==> src/rtl/inc16.sv <==
// ----------------------------------------------------------------------------
// inc16 - registered 16-bit incrementer, s = X + 1 (mod 2^WIDTH).
//
// The sum comes from a half-adder ripple chain with one half-adder per bit.
// It is registered on the rising edge of clk. cout flags the wrap from
// all-ones to zero.
//
// Ports
//   clk   in   1       rising-edge clock
//   rst   in   1       synchronous active-high reset; has priority over increment
//   X     in   WIDTH   operand, sampled every rising edge
//   s     out  WIDTH   registered X + 1, truncated to WIDTH
//   cout  out  1       registered carry-out of bit WIDTH-1
// ----------------------------------------------------------------------------
module inc16 #(
    parameter int unsigned WIDTH = 16
) (
    input  logic             clk,
    input  logic             rst,
    input  logic [WIDTH-1:0] X,
    output logic [WIDTH-1:0] s,
    output logic             cout
);

    logic [WIDTH-1:0] s_d;
    logic [WIDTH-1:0] s_q;
    logic             cout_d;
    logic             cout_q;

    // Half-adder chain. Each bit keeps its own carry nets, which keeps the
    // ripple from looking like a self-referencing vector.
    for (genvar i = 0; i < WIDTH; i++) begin : g_bit
        logic c_in;
        logic c_out;

        if (i == 0) begin : g_lsb
            // The increment injects a constant carry-in at the LSB.
            assign c_in = 1'b1;
        end else begin : g_mid
            assign c_in = g_bit[i-1].c_out;
        end

        assign s_d[i] = X[i] ^ c_in;
        assign c_out  = X[i] & c_in;
    end

    assign cout_d = g_bit[WIDTH-1].c_out;

    // Result register; reset discards any in-flight result.
    always_ff @(posedge clk) begin
        if (rst) begin
            s_q    <= '0;
            cout_q <= 1'b0;
        end else begin
            s_q    <= s_d;
            cout_q <= cout_d;
        end
    end

    assign s    = s_q;
    assign cout = cout_q;

endmodule

==> config.mk <==
export PLATFORM = sky130hd
export DESIGN_NAME = inc16
export DESIGN_NICKNAME = d
export VERILOG_FILES = /design/src/rtl/inc16.sv
export SDC_FILE = /design/constraint.sdc
export NUM_CORES = 1
export LEC_CHECK = 0
export BUFFER_PORTS_ARGS = -buffer_cell sky130_fd_sc_hd__buf_2
export CELL_PAD_IN_SITES_DETAIL_PLACEMENT = 1
export CELL_PAD_IN_SITES_GLOBAL_PLACEMENT = 1
export CORE_MARGIN = 2
export CORE_UTILIZATION = 32
export CTS_CLUSTER_SIZE = 10
export DETAILED_ROUTE_END_ITERATION = 10
export PLACE_DENSITY_LB_ADDON = 0.1
export SYNTH_ARGS = -nofsm -noshare
export SYNTH_HDL_FRONTEND = slang
export SYNTH_SLANG_ARGS = --single-unit
==> constraint.sdc <==
create_clock -name clk -period 4 [get_ports clk]
set_input_delay 0.2 -clock clk [delete_from_list [all_inputs] [get_ports clk]]
set_output_delay 0.2 -clock clk [all_outputs]
set_load 0.03 [all_outputs]
==> reports/results.txt, run 1 <==
Status - finished clean
CTS max path bufs - 2
Rel. slew slack - 82.7%
Maxcap violations - 0
First-pass DRT Iterations - 2
Total gr overflow - 0
Worst hold path stage count - 2
DRT antenna net count - 0
Top cell type by total area after synthesis - dfxtp_1
Fmax achieved - 323 MHz
CP arrival - 3280 ps
Crit start category - input pin
Via density - 4.10
Dominant synthesized flop cell - dfxtp_1
Leading post-synthesis cells by cell area - dfxtp_1, ha_1, and2b_2
Yosys reg bits - 17
VDD IR-drop max - 0.173 mV
Max-slew violation count - 0
Num CTS Buffers - 3
CTS sink cnt - 17
Most frequent cells after synthesis - dfxtp_1, ha_1, nor2b_1
Post-synth EDFFs - 0
P&R area growth vs syn - 33.1%
Core Rows - 16
Antenna cell count - 0
Vias in the first global route - 507
Top cell type's share of synthesized area - 51.5%
Die width - 49.4 um
Tmin final - 3100 ps
Die Area - 2440 sq um
RSZ-0062 raised after global routing - no
Port Buffers - 34
Hold Startpoint - X[0]
Post-Synthesis Cells - 50
Final core occ - 44.8%
Setup crit end kind - register
Leak Pwr - 0.000496 uW
Max FO, Critical Path - 2
Post-Route WL - 1.18 mm
Critical path class - in -> reg
Mean post-synth cell area - 13.2 sq um
Worst hold endpoint - s[0]
Htree depth - 1
Total core area - 1960 sq um
Synth cell types - 6
DR DRC count - 0
Routability cong. - 0.677
Top-count cell post-synth - dfxtp_1
DP HPWL - 967 um
Final period utilization - 77.5%
Slew @ Worst Pin - 260 ps
Vias post-DR - 467
CTS tree - built
Iteration-0 DRC Markers - 1
Initial antenna violation count - 0
Syn_nets - 83
CTS Root Cell - clkbuf_4
Sequential element share of the synthesized area - 51.5%
Nets@finish - 121
# setup viols final - 0
Worst hold path type - in -> reg
Setup TNS - 0 ps
Largest net degree at the start of global routing - 18
Die height - 49.4 um
Power Dens Cells - 367 nW/um^2
First-pass GRT wire length - 2.04 mm
Post-Syn Area - 661 sq um
Post-DR wirelength/cell - 10.3 um
Asr flop ratio synth - 0%
Starting Density - 33.7%
IO Pins - 35
Hold-fix buffers at CTS - 0
Final Hold Vio Count - 0
Warnings, synthesis - 0
Worst Path Required - 4180 ps
Layout cell share with drive strength beyond 1 - 50.6%
Setup Buffers After CTS - 0
Post-CTS sizing - 0
Clock Pin Slew Worst Setup and Hold Paths - 100 ps
GRT Overall Usage - 11.4%
## through the flow
stage / area (sq um) / total power (uW) / hold slack, ps / cells / setup slack, ps
floorplan: 661 / 217 / 272 / 50 / 854
global placement: 853 / 238 / 383 / 110 / 617
detailed placement: 853 / 239 / 391 / 110 / 571
CTS: 880 / 330 / 78.3 / 114 / 877
global route: 880 / 347 / 78.7 / 114 / 773
finish: 880 / 323 / 85.0 / 114 / 902
## power by group
group | switching (uW) | total, uW | internal [uW] | leakage [uW]
clock network | 50.9 | 89.6 | 38.7 | 0.0000150
logic | 32.2 | 52.8 | 20.6 | 0.000340
registers | 2.04 | 181 | 179 | 0.000141
total | 85.2 | 323 | 238 | 0.000496
## layout make-up
class                      instances  area, sq um
timing repair buffer              34          170
multi-input combinational         32          309
fill                             237         1080
tap                               27         33.8
clock buffer                       4         26.3
sequential                        17          340
## worst max path at each step
stage               startpoint    end  slack (ps)  cells after the start
floorplan                 X[0]  s[15]         850                     16
global placement          X[0]  s[15]         620                     17
detailed placement        X[0]  s[15]         570                     17
CTS                       X[0]  s[15]         880                     17
global route              X[0]  s[15]         770                     17
finish                    X[0]  s[15]         900                     17
## critical path, cell delays in order
cell     delay (ps)
buf_2           110
ha_1            190
ha_1            180
ha_1            180
ha_1            180
ha_1            180
ha_1            180
ha_1            180
ha_1            180
ha_1            180
ha_1            180
ha_1            180
ha_1            180
ha_1            190
ha_1            180
ha_1            260
and2b_2         180
## cell families (layout without fill, tap and decap cells)
kind of cell               Yosys count  after routing  synth area share, %
DFF                                 17             17                 51.5
adders and majority gates           15             15                 28.4
buffers and inverters                1             38                 1.70
and+or+nand+nor                     17             17                 18.4
## cells in the final DEF, fill, tap and decap left out
cell      instances
clkbuf_1          1
and2b_2           7
buf_2            34
ha_1             15
nor2b_1           9
clkbuf_4          3
nor2_1            1
dfxtp_1          17
## metal layers
metal  up-vias  global-route usage [%]  wire length, um  part of all wire [%]
li1        237                       -                -                     -
met1       212                    12.2              467                    40
met2        18                    19.1              625                    53
met3         0                    3.37               85                   7.2
met4         0                    7.87                0                     0
met5         -                       0                0                     0
## registers in the layout, summed over array words and instances, names as in the netlist
register and flops:
s 16, cout 1
Note: power is estimated with default switching activity, not from simulation.
==> run 2: changes to the inputs <==
CORE_UTILIZATION = 28   (was 32)
clock period = 2.6 ns   (was 4 ns; I/O delays follow)
==> run 2 against run 1 <==
Count of clock-buffer cells in the layout unchanged. Utilization up 4.7 points. Global-route usage shrank 1.3 points. Critical path type unchanged. First-iteration DRC count down 100%. Via count up 1.7%. Non-clock buffer count rose by 1. Critical path depth unchanged. Worst hold slack better by 85 ps. Combinational power rose by 83%. Largest power group unchanged. Sequential share of layout area fell by 7.6 points. Final cell count rose by 1.8%. Die area grew 13%.
==> reports/results.txt, run 2 (synthesized netlist as in run 1, its figures left out) <==
Setup crit end kind - register
Setup Buffers After CTS - 0 (unchanged)
# setup viols final - 0 (unchanged)
Post-DR wirelength/cell - 10.6 um (+3.1%)
CTS tree - built
Starting Density - 29.9% (-3.8 points)
Routability cong. - 0.631 (-6.8%)
Antenna cell count - 0 (unchanged)
Dpl ws - -354 ps (-925 ps)
Fin Hold WS - 170 ps (+84.9 ps)
Clock Pin Slew Worst Setup and Hold Paths - 90 ps (about the same)
RSZ-0062 raised after global routing - yes
Fmax achieved - 385 MHz
CTS Root Cell - clkbuf_4
Maxcap violations - 0 (unchanged)
Most common cell after layout, fill and taps aside - buf_2
Most frequent cells in the layout - buf_2, dfxtp_1, ha_4, nor2b_1, and2b_2
Worst hold path stage count - 3 (+1)
Rel. slew slack - 82.7% (about the same)
IO Pins - 35 (unchanged)
Core Rows - 17 (+1)
Total core area - 2210 sq um (+13%)
Slew @ Worst Pin - 259 ps (-1.12 ps)
Setup ws final - 0.0431 ps (-902 ps)
Power share of the clock group - 26.9% (-0.8 points)
Port Buffers - 34 (unchanged)
Num CTS Buffers - 3 (unchanged)
Critical path class - in -> reg
CTS sink cnt - 17 (unchanged)
Vias in the first global route - 493 (-2.8%)
Sw Share - 26.8% (+0.45 points)
Vias post-DR - 475 (+1.7%)
Final Hold Vio Count - 0 (unchanged)
First-pass GRT wire length - 1.96 mm (-3.7%)
Flop pwr share - 54.2% (-1.7 points)
Htree depth - 1 (unchanged)
Nets@finish - 122 (+0.83%)
Die height - 52.6 um (+6.4%)
Hold Startpoint - X[1]
Max FO, Critical Path - 2 (unchanged)
Iteration-0 DRC Markers - 0 (-1)
GRT Overall Usage - 10.1% (-1.3 points)
Layout cell share with drive strength beyond 1 - 67.0% (+16 points)
Status - finished clean
First-pass DRT Iterations - 1 (-1)
DR DRC count - 0 (unchanged)
Largest net degree at the start of global routing - 18 (unchanged)
Post-Route WL - 1.24 mm (+4.9%)
Internal - 375 uW (+58%)
Crit start category - input pin
Worst Path Required - 2780 ps (-1400 ps)
Tmin final - 2600 ps
Die width - 52.6 um (+6.4%)
CP arrival - 2780 ps (-500 ps)
Combinational fraction of design power - 18.9% (+2.6 points)
Power Dens Cells - 468 nW/um^2 (+27%)
Worst hold endpoint - s[1]
Largest register FFs - 16 (unchanged)
Worst hold path type - in -> reg
P&R area growth vs syn - 65.7%
VDD IR-drop max - 0.220 mV (+27%)
Final period utilization - 100%
Leak Pwr - 0.000492 uW (-0.81%)
Via density - 4.09 (about the same)
Die Area - 2760 sq um (+13%)
Psw - 137 uW (+61%)
CTS max path bufs - 2 (unchanged)
DP HPWL - 1.04 mm (+7.1%)
Initial antenna violation count - 0 (unchanged)
DRT antenna net count - 0 (unchanged)
Total gr overflow - 0 (unchanged)
Max-slew violation count - 0 (unchanged)
-- run 2: what timing repair did --
item                       4_1_cts  5_1_grt
resized for setup                1        3
hold endpoints to repair         0        1
hold buffers                     0        1
setup endpoints to repair        1        1
pin swaps                       12       14
-- run 2: layout make-up --
type / instances / area (sq um)
Clock buffer: 4 / 26.3
Fill cell: 247 / 1120
Multi-Input combinational cell: 32 / 497
Sequential cell: 17 / 340
Tap cell: 28 / 35.0
Timing Repair Buffer: 35 / 196
-- run 2: metal layers --
metal	share of wire [%]	up-vias	global-route usage, %	wire [um]
li1	-	239	-	-
met1	35	218	10.2	434
met2	56	18	18.3	693
met3	8.7	0	3.14	107
met4	0	0	5.13	0
met5	0	-	0	0
-- run 2: power groups by stage --
stage | Clock, uW | Sequential (uW) | Combinational, uW
3_3_place_gp | 0 | 284 | 95.4
2_1_floorplan | 0 | 315 | 24.9
4_1_cts | 150 | 279 | 96.9
3_5_place_dp | 0 | 284 | 95.5
6_report | 138 | 278 | 96.8
5_1_grt | 159 | 279 | 108
-- run 2: stage by stage --
step	total power (uW)	utilization, %	setup TNS (ps)	std cells	area (sq um)
after floorplan	340	-	-255	50	848
after global placement	379	47.1	-776	111	1040
after detailed placement	380	47.1	-877	111	1040
after CTS	526	48.4	0	115	1070
after global routing	547	49.5	-40.7	116	1090
final	513	49.5	0	116	1090
-- run 2: worst max path at each step --
stage / from / endpoint / slack [ps] / cells after the start
6_report: X[0] / s[15] / 0.04 / 17
5_1_grt: X[0] / s[15] / -40 / 17
4_1_cts: X[0] / s[15] / 2 / 17
3_5_place_dp: X[0] / s[15] / -350 / 17
3_3_place_gp: X[0] / s[15] / -330 / 17
2_1_floorplan: X[0] / s[15] / -160 / 16
-- run 2: critical path, cell delays in order --
cell and delay [ps]:
buf_8 100, ha_4 150, ha_4 160, ha_4 160, ha_4 160, ha_4 160, ha_4 160, ha_4 150
ha_4 150, ha_4 150, ha_4 150, ha_4 160, ha_4 160, ha_4 160, ha_4 160, ha_4 200
and2b_2 170
